`src/rtl/fifo_drain_arbiter.sv`:
```
// fifo_drain_arbiter
//   Round-robin drain scheduler for N_SRC first-word-fall-through FIFOs.
//   Grants one source at a time and pops up to MAX_BURST words from it.
//   Each word is tagged with its source index and placed in a registered
//   valid/ready output stage.
//
// Ports
//   clk, resn            rising-edge clock, asynchronous active-low reset
//   enable               arbitration enable; when low, no new grants or pops
//   src_empty[N_SRC]     per-source FIFO empty flags
//   src_data             per-source head words, source i at [i*DWIDTH +: DWIDTH]
//   src_read[N_SRC]      per-source pop strobe (combinational, one-hot or zero)
//   m_data, m_src_id     registered output word and its source index
//   m_valid, m_ready     output handshake
//   busy                 high while in BURST or while an output word is held
//   words_out            saturating count of accepted output words
//
// Handshake: a word transfers on a rising edge where m_valid and m_ready are
// both high. Once m_valid is high it stays high, and m_data/m_src_id stay
// stable, until that transfer happens.
module fifo_drain_arbiter #(
    parameter int  N_SRC     = 4,
    parameter int  DWIDTH    = 8,
    parameter int  MAX_BURST = 4,
    localparam int ID_W      = (N_SRC > 1) ? $clog2(N_SRC) : 1
) (
    input  logic                    clk,
    input  logic                    resn,
    input  logic                    enable,
    input  logic [N_SRC-1:0]        src_empty,
    input  logic [N_SRC*DWIDTH-1:0] src_data,
    output logic [N_SRC-1:0]        src_read,
    output logic [DWIDTH-1:0]       m_data,
    output logic [ID_W-1:0]         m_src_id,
    output logic                    m_valid,
    input  logic                    m_ready,
    output logic                    busy,
    output logic [15:0]             words_out
);
    localparam int CNT_W = $clog2(MAX_BURST + 1);
    localparam int SUM_W = ID_W + 1;

    localparam logic [0:0] ST_IDLE  = 1'b0;
    localparam logic [0:0] ST_BURST = 1'b1;

    logic [0:0]        state_q, state_d;
    logic [ID_W-1:0]   rr_ptr_q, rr_ptr_d;
    logic [ID_W-1:0]   gnt_q, gnt_d;
    logic [CNT_W-1:0]  burst_cnt_q, burst_cnt_d;
    logic              m_valid_q, m_valid_d;
    logic [DWIDTH-1:0] m_data_q, m_data_d;
    logic [ID_W-1:0]   m_src_id_q, m_src_id_d;
    logic [15:0]       words_out_q, words_out_d;

    logic [DWIDTH-1:0]  src_word [N_SRC];
    logic [2*N_SRC-1:0] req2;
    logic [2*N_SRC-1:0] rot;
    logic [ID_W-1:0]    offset;
    logic [SUM_W-1:0]   sel_sum;
    logic [SUM_W-1:0]   succ_sum;
    logic [ID_W-1:0]    sel;
    logic [ID_W-1:0]    gnt_succ;
    logic               pop;

    always_comb begin
        for (int i = 0; i < N_SRC; i++) begin
            src_word[i] = src_data[i*DWIDTH +: DWIDTH];
        end
    end

    // Round-robin pick: rotate the doubled request vector so rr_ptr lands at
    // bit 0, take the lowest set bit, then map the offset back modulo N_SRC.
    always_comb begin
        req2   = {~src_empty, ~src_empty};
        rot    = req2 >> rr_ptr_q;
        offset = '0;
        for (int i = N_SRC - 1; i >= 0; i--) begin
            if (rot[i]) offset = ID_W'(i);
        end
        sel_sum = {1'b0, rr_ptr_q} + {1'b0, offset};
        if (sel_sum >= SUM_W'(N_SRC)) sel_sum = sel_sum - SUM_W'(N_SRC);
        sel = sel_sum[ID_W-1:0];

        succ_sum = {1'b0, gnt_q} + SUM_W'(1);
        if (succ_sum >= SUM_W'(N_SRC)) succ_sum = succ_sum - SUM_W'(N_SRC);
        gnt_succ = succ_sum[ID_W-1:0];
    end

    assign pop = (state_q == ST_BURST) && enable && !src_empty[gnt_q] &&
                 (burst_cnt_q < CNT_W'(MAX_BURST)) && (!m_valid_q || m_ready);

    always_comb begin
        src_read        = '0;
        src_read[gnt_q] = pop;
    end

    always_comb begin
        state_d     = state_q;
        rr_ptr_d    = rr_ptr_q;
        gnt_d       = gnt_q;
        burst_cnt_d = burst_cnt_q;
        m_valid_d   = m_valid_q;
        m_data_d    = m_data_q;
        m_src_id_d  = m_src_id_q;
        words_out_d = words_out_q;

        case (state_q)
            ST_IDLE: begin
                if (enable && (|(~src_empty))) begin
                    gnt_d       = sel;
                    burst_cnt_d = '0;
                    state_d     = ST_BURST;
                end
            end
            default: begin
                if (pop) begin
                    burst_cnt_d = burst_cnt_q + CNT_W'(1);
                end else if (src_empty[gnt_q] || !enable ||
                             (burst_cnt_q == CNT_W'(MAX_BURST))) begin
                    state_d  = ST_IDLE;
                    rr_ptr_d = gnt_succ;
                end
                // Otherwise the burst is only stalled by output backpressure.
            end
        endcase

        if (pop) begin
            m_data_d   = src_word[gnt_q];
            m_src_id_d = gnt_q;
            m_valid_d  = 1'b1;
        end else if (m_valid_q && m_ready) begin
            m_valid_d = 1'b0;
        end

        if (m_valid_q && m_ready && (words_out_q != 16'hFFFF)) begin
            words_out_d = words_out_q + 16'd1;
        end
    end

    always_ff @(posedge clk or negedge resn) begin
        if (!resn) begin
            state_q     <= ST_IDLE;
            rr_ptr_q    <= '0;
            gnt_q       <= '0;
            burst_cnt_q <= '0;
            m_valid_q   <= 1'b0;
            m_data_q    <= '0;
            m_src_id_q  <= '0;
            words_out_q <= '0;
        end else begin
            state_q     <= state_d;
            rr_ptr_q    <= rr_ptr_d;
            gnt_q       <= gnt_d;
            burst_cnt_q <= burst_cnt_d;
            m_valid_q   <= m_valid_d;
            m_data_q    <= m_data_d;
            m_src_id_q  <= m_src_id_d;
            words_out_q <= words_out_d;
        end
    end

    assign m_data    = m_data_q;
    assign m_src_id  = m_src_id_q;
    assign m_valid   = m_valid_q;
    assign words_out = words_out_q;
    assign busy      = (state_q == ST_BURST) || m_valid_q;

endmodule
```
`config.mk`:
```
export PLATFORM = sky130hd
export DESIGN_NAME = fifo_drain_arbiter
export DESIGN_NICKNAME = d
export VERILOG_FILES = /design/src/rtl/fifo_drain_arbiter.sv
export SDC_FILE = /design/constraint.sdc
export NUM_CORES = 1
export LEC_CHECK = 0
export CELL_PAD_IN_SITES_DETAIL_PLACEMENT = 2
export CELL_PAD_IN_SITES_GLOBAL_PLACEMENT = 2
export CORE_MARGIN = 3
export CORE_UTILIZATION = 26
export CTS_BUF_LIST = sky130_fd_sc_hd__clkbuf_4
export CTS_CLUSTER_DIAMETER = 150
export DETAILED_ROUTE_END_ITERATION = 6
export PLACE_DENSITY = 0.87
export SKIP_LAST_GASP = 1
export SLEW_MARGIN = 10
export SYNTH_ARGS = -nofsm -noshare
export SYNTH_HDL_FRONTEND = slang
export SYNTH_SLANG_ARGS = --single-unit
```
`constraint.sdc`:
```
create_clock -name clk -period 2.2 [get_ports clk]
set_clock_uncertainty 0.15 [all_clocks]
set_input_delay 0.33 -clock clk [delete_from_list [all_inputs] [get_ports clk]]
set_output_delay 0.33 -clock clk [all_outputs]
set_load 0.01 [all_outputs]
```
# Word level (Yosys, flattened, before mapping)

Cells that the tools add are included.

Bits in registers: 35
Latch bits: 0
Bits in writable memories: 0
Bits in read-only memories: 0
Input bits: 40
Output and inout bits: 32
Memories: 0

Add/subtract/negate cells: 6
$mul: 0
Divide/modulo/power cells: 0
Order comparisons: 6
Equality and inequality tests: 3
Shift-type cells: 1
Mux-type cells: 22
Bitwise logic cells: 5
Reduce and logical (&&, ||, !) cells: 21

Operators by type and width:

| kind                                                                 | number |
|---|---|
| 16-bit by 1-bit adder with 16-bit output, second input constant      | 1 |
| 8-bit binary-select mux with 2-bit select                            | 1 |
| 8-bit two-way mux                                                    | 2 |
| 16-bit != test, second input constant                                | 1 |
| 2-bit two-way mux                                                    | 6 |
| 3-bit greater-or-equal comparator, second input constant             | 3 |
| 3-bit two-way mux                                                    | 3 |
| 1-bit logical AND                                                    | 8 |
| 1-bit two-way mux                                                    | 8 |
| 8-bit by 2-bit >> shifter with 4-bit output                          | 1 |
| 4-bit AND                                                            | 1 |
| 1-bit logical OR                                                     | 4 |
| 4-bit inverter                                                       | 1 |
| 2-bit AND reduction                                                  | 2 |
| 2-bit nonzero test                                                   | 2 |
| 4-bit OR reduction                                                   | 1 |
| 2-bit by 1-bit subtractor with 2-bit output, second input constant   | 2 |
| 2-bit by 1-bit adder with 3-bit output, second input constant        | 1 |
| 2-bit by 2-bit adder with 3-bit output                               | 1 |
| 3-bit by 1-bit adder with 3-bit output, second input constant        | 1 |
| 3-bit equality test, second input constant                           | 1 |
| 1-bit logical NOT                                                    | 3 |
| 2-bit by 3-bit < comparator with 1-bit output, second input constant | 1 |
| 3-bit < comparator, second input constant                            | 1 |
| 7 further kinds                                                      | 8 |

# Depth between registers and ports, before layout

Gate-level depths: netlist of the first run.

Depth in word-level cells: 9
Depth in mapped cells: 9
Mapped depth without buffers: 8

# Worst setup path after synthesis of the first run

Ideal clock, no wire load.

Path kind: reg2out
Start point: reg gnt_q[0]
End point: out src_read[0]
Arrival time: 1951 ps
Path slack: -231 ps
Stages on the path, launching flop included: 6
Cell sequence: dfrtp_1 -> mux4_2 -> or3_4 -> a21oi_4 -> buf_8 -> and2_1

Word-level cells in the longest chain between the ends: 7
Elaborated cells between the ends (all ways): 12
Those cells by class: order compare (2); mux (4); bitwise (1); reduce/logical (5)

RTL lines:

| item                                                                                                  | line | source |
|---|---|---|
| start: declaration                                                                                    | 48   | `logic [ID_W-1:0] gnt_q, gnt_d;` |
| start signal: assignment                                                                              | 153  | `gnt_q <= gnt_d;` |
| parallel branches: the longest is 6 deep, another holds 2-bit by 3-bit < comparator with 1-bit output | -    |  |
| 4-bit AND (no source line) *                                                                          | -    |  |
| end: declaration                                                                                      | 32   | `output logic [N_SRC-1:0] src_read,` |

Mark *: on every way between the ends. The select of a mux whose other input is x is not followed.

# Worst setup path in the final report of the first run

Start point: reg gnt_q[0]
End point: out src_read[3]

Same word-level chain as after synthesis.

==> summary.txt, run 1 <==
Floorplan
  • Die Wd: 94.4 um
  • I/O pin count: 72
  • Die area: 8910 um2
  • Core ar.: 7410 um2
  • Initial Util: 27.4%
  • Cell Rows: 31
  • Die height: 94.4 um

Clocking
  • TritonCTS clock tree: built
  • Clock sink count: 35
  • CTS root buf: clkbuf_4
  • Clk_lat worst skew: 0.36 ns
  • Clock Path Buffers: 2
  • CTS clk-pin slew, worst paths: 0.12 ns
  • H-tree levels: 2
  • Num CTS Buffers: 5

STA
  • Tcrit/Tclk final: 124%
  • Worst-margin pin slew: 0.466 ns
  • Post-route setup slack: -0.525 ns
  • Period minus WS final: 2.72 ns
  • Hold Vio Cnt, Final: 0
  • Max_slew headroom: 68.9%
  • Fin. max-slew vios: 0
  • Fmax: 367 MHz
  • Unrepaired setup endpoints after global routing: yes
  • Final setup vio count: 17

Status
  • Status: finished with violations
  • Failing checks: negative setup slack

Routing
  • M1 WL: 2680 um
  • Met2 wire len: 3730 um
  • DRT iter0 DRCs: 80
  • Top sig layer: met4
  • Via count: 1843
  • Drt drc: 0
  • Met3 WL: 516 um
  • DRT Wirelength: 7000 um
  • Routed len/inst: 18.2 um
  • DRT Pass-1 Iters: 4
  • ANT nets after route: 0
  • Vias per cell: 4.79

GRT
  • Remaining Overflow, GRT: 0
  • First-pass GRT wire length: 11400 um
  • Largest net degree at the start of global routing: 19
  • Vias in the first global route: 2213
  • GR Util All Layers: 16.9%
  • Antenna violations before repair: 0

Yosys
  • Post-Syn Instances: 179
  • Yosys top cell area share: 43.1%
  • Synth Area per Inst: 11.4 um2
  • Synth area leader: dfrtp_1
  • Ys flop type: dfrtp_1
  • Largest cells by area after synthesis: dfrtp_1 43%, mux4_2 10%, mux2_2 6.1%
  • Post-synth top cells: 35 x dfrtp_1, 20 x nand2_1, 14 x xnor2_1
  • Seq/Total Area, Yosys: 43.1%
  • Synth Cell Area: 2030 um2
  • Post-synth ARST share: 100%
  • Synth Warn #: 0
  • Most frequent cell after synthesis: dfrtp_1
  • Number of flops mapped to enable cells by yosys: 0
  • #FFs+latches synth: 35
  • Synthesized Nets: 227
  • Count of cell types in the netlist: 39

Finish
  • Final-stage net count: 333
  • N_diodes: 0
  • Register Area: 877 um2
  • Footprint of the multi-input gates: 1130 um2
  • Area added between synthesis and finish: 59.6%
  • Final instance area: 3240 um2
  • Filler cells: 767
  • Proportion of layout cells with a drive suffix above 1: 28.0%

Place
  • DP Area: 3010 um2
  • Place WS: -0.839 ns
  • Global placer's final weighted congestion: 0.771
  • I/O Buffers: 71
  • DP HPWL: 5280 um

Critical path
  • RR Startpoint: gnt_q[0]
  • Req. time, crit path: 1.72 ns
  • Crit start category: register
  • CP Max Fanout: 3
  • R2R Path End: burst_cnt_q[1]
  • WP data arrival: 2.24 ns
  • Setup crit end kind: output pin
  • Setup CP Type: reg -> out
  • R2R cell count: 10
  • R2r setup slk: -0.36 ns

Pwr
  • Total power per unit cell area: 1010 nW/um2
  • Peak supply drop: 0.390 mV
  • Leakage power: 1.38 nW

Job
  • Max Cap Violations: 0

Worst hold path
  • Hold WC Path Type: in -> async
kinds of logic (layout without fill, tap and decap cells):
kind of cell,Yosys count,in the layout,synth area share (%)
XOR/XNOR,14,14,6.03
AO/OA/AOI/OAI,19,19,6.59
multiplexers,25,25,19.3
flip-flops,35,35,43.1
AND/OR/NAND/NOR,63,63,16.4
adder cells (fa/ha/maj),8,8,4.93
buffers and inverters,15,122,3.69
state kept, by name, summed over array words and instances, names as in the netlist:
signal	count
words_out	16
state_q	1
burst_cnt_q	3
gnt_q	2
m_valid	1
m_data	8
m_src_id	2
rr_ptr_q	2
critical path, cell delays in order, from the launching register on:
cell     delay [ns]
dfrtp_2        0.40
mux4_2         0.53
or3_4          0.36
a21oi_4        0.15
buf_6          0.14
buf_6          0.09
and2_4         0.13
buf_6          0.09
power by group:
part | internal, mW | switching [mW] | total, mW | leakage, nW
clock | 0.136 | 0.240 | 0.375 | 0.0317
sequential | 0.853 | 0.219 | 1.07 | 0.442
combinational | 1.07 | 0.751 | 1.82 | 0.902
stage by stage:
stage | util, % | power, mW | instances | setup TNS [ns] | hold slack [ns]
global placement | 40.6 | 2.58 | 366 | -9.22 | 0.162
global route | 43.8 | 3.52 | 385 | -7.39 | 0.306
floorplan | - | 1.91 | 179 | -0.621 | -0.116
detailed placement | 40.6 | 2.69 | 366 | -10.89 | 0.163
CTS | 43.6 | 3.28 | 385 | -6.44 | 0.298
finish | 43.8 | 3.27 | 385 | -6.15 | 0.291
layer usage:
| layer | track usage, % | vias to the layer above |
|---|---|---|
| met2 | 31.5 | 62 |
| li1 | - | 849 |
| met4 | 3.97 | 0 |
| met3 | 5.82 | 6 |
| met5 | 0 | - |
| met1 | 18.4 | 926 |
how the worst max path moves through the flow:
stage,startpoint,endpoint,slack [ns],depth (start not counted)
floorplan,gnt_q[0],src_read[0],-0.12,5
global placement,src_empty[3],src_read[3],-0.77,6
detailed placement,src_empty[2],src_read[3],-0.84,6
CTS,gnt_q[0],src_read[1],-0.56,7
global route,gnt_q[0],src_read[2],-0.61,7
finish,gnt_q[0],src_read[3],-0.52,7
cell usage in the layout (no fill, tap or decap), types with 5 or more instances in the layout:
cell type,n
clkdlybuf4s50_1,65
dfrtp_1,34
buf_4,25
nand2_1,20
xnor2_1,14
buf_6,11
mux2_4,10
mux4_2,9
inv_1,8
nand3_1,8
ha_1,7
nand4_1,6
clkbuf_4,6
o21ai_0,5
nor2_1,5
repair_timing:
action,CTS,global route
hold buffers,1,0
gates resized for setup,36,8
buffers inserted,11,1
hold endpoints to repair,16,0
pin swaps,1,3
setup endpoints to repair,16,18
cell type report:
cell class	count	area share [%]
clock buffer	6	1.39
clock inverter	2	0.386
inverter	8	0.926
multi-input combinational	129	34.8
sequential	35	27.0
tap	99	3.82
timing repair buffer	106	31.6
Note: power is estimated with default switching activity, not from simulation.
==> inputs of run 2 (changes only) <==
--- a/config.mk
+++ b/config.mk
@@ -14,7 +14,7 @@
 export DETAILED_ROUTE_END_ITERATION = 6
 export PLACE_DENSITY = 0.87
 export SKIP_LAST_GASP = 1
-export SLEW_MARGIN = 10
+export SLEW_MARGIN = 20
 export SYNTH_ARGS = -nofsm -noshare
 export SYNTH_HDL_FRONTEND = slang
 export SYNTH_SLANG_ARGS = --single-unit
==> results of run 2 <==
No change in the layout: final DEF, timing and power equal those of run 1.
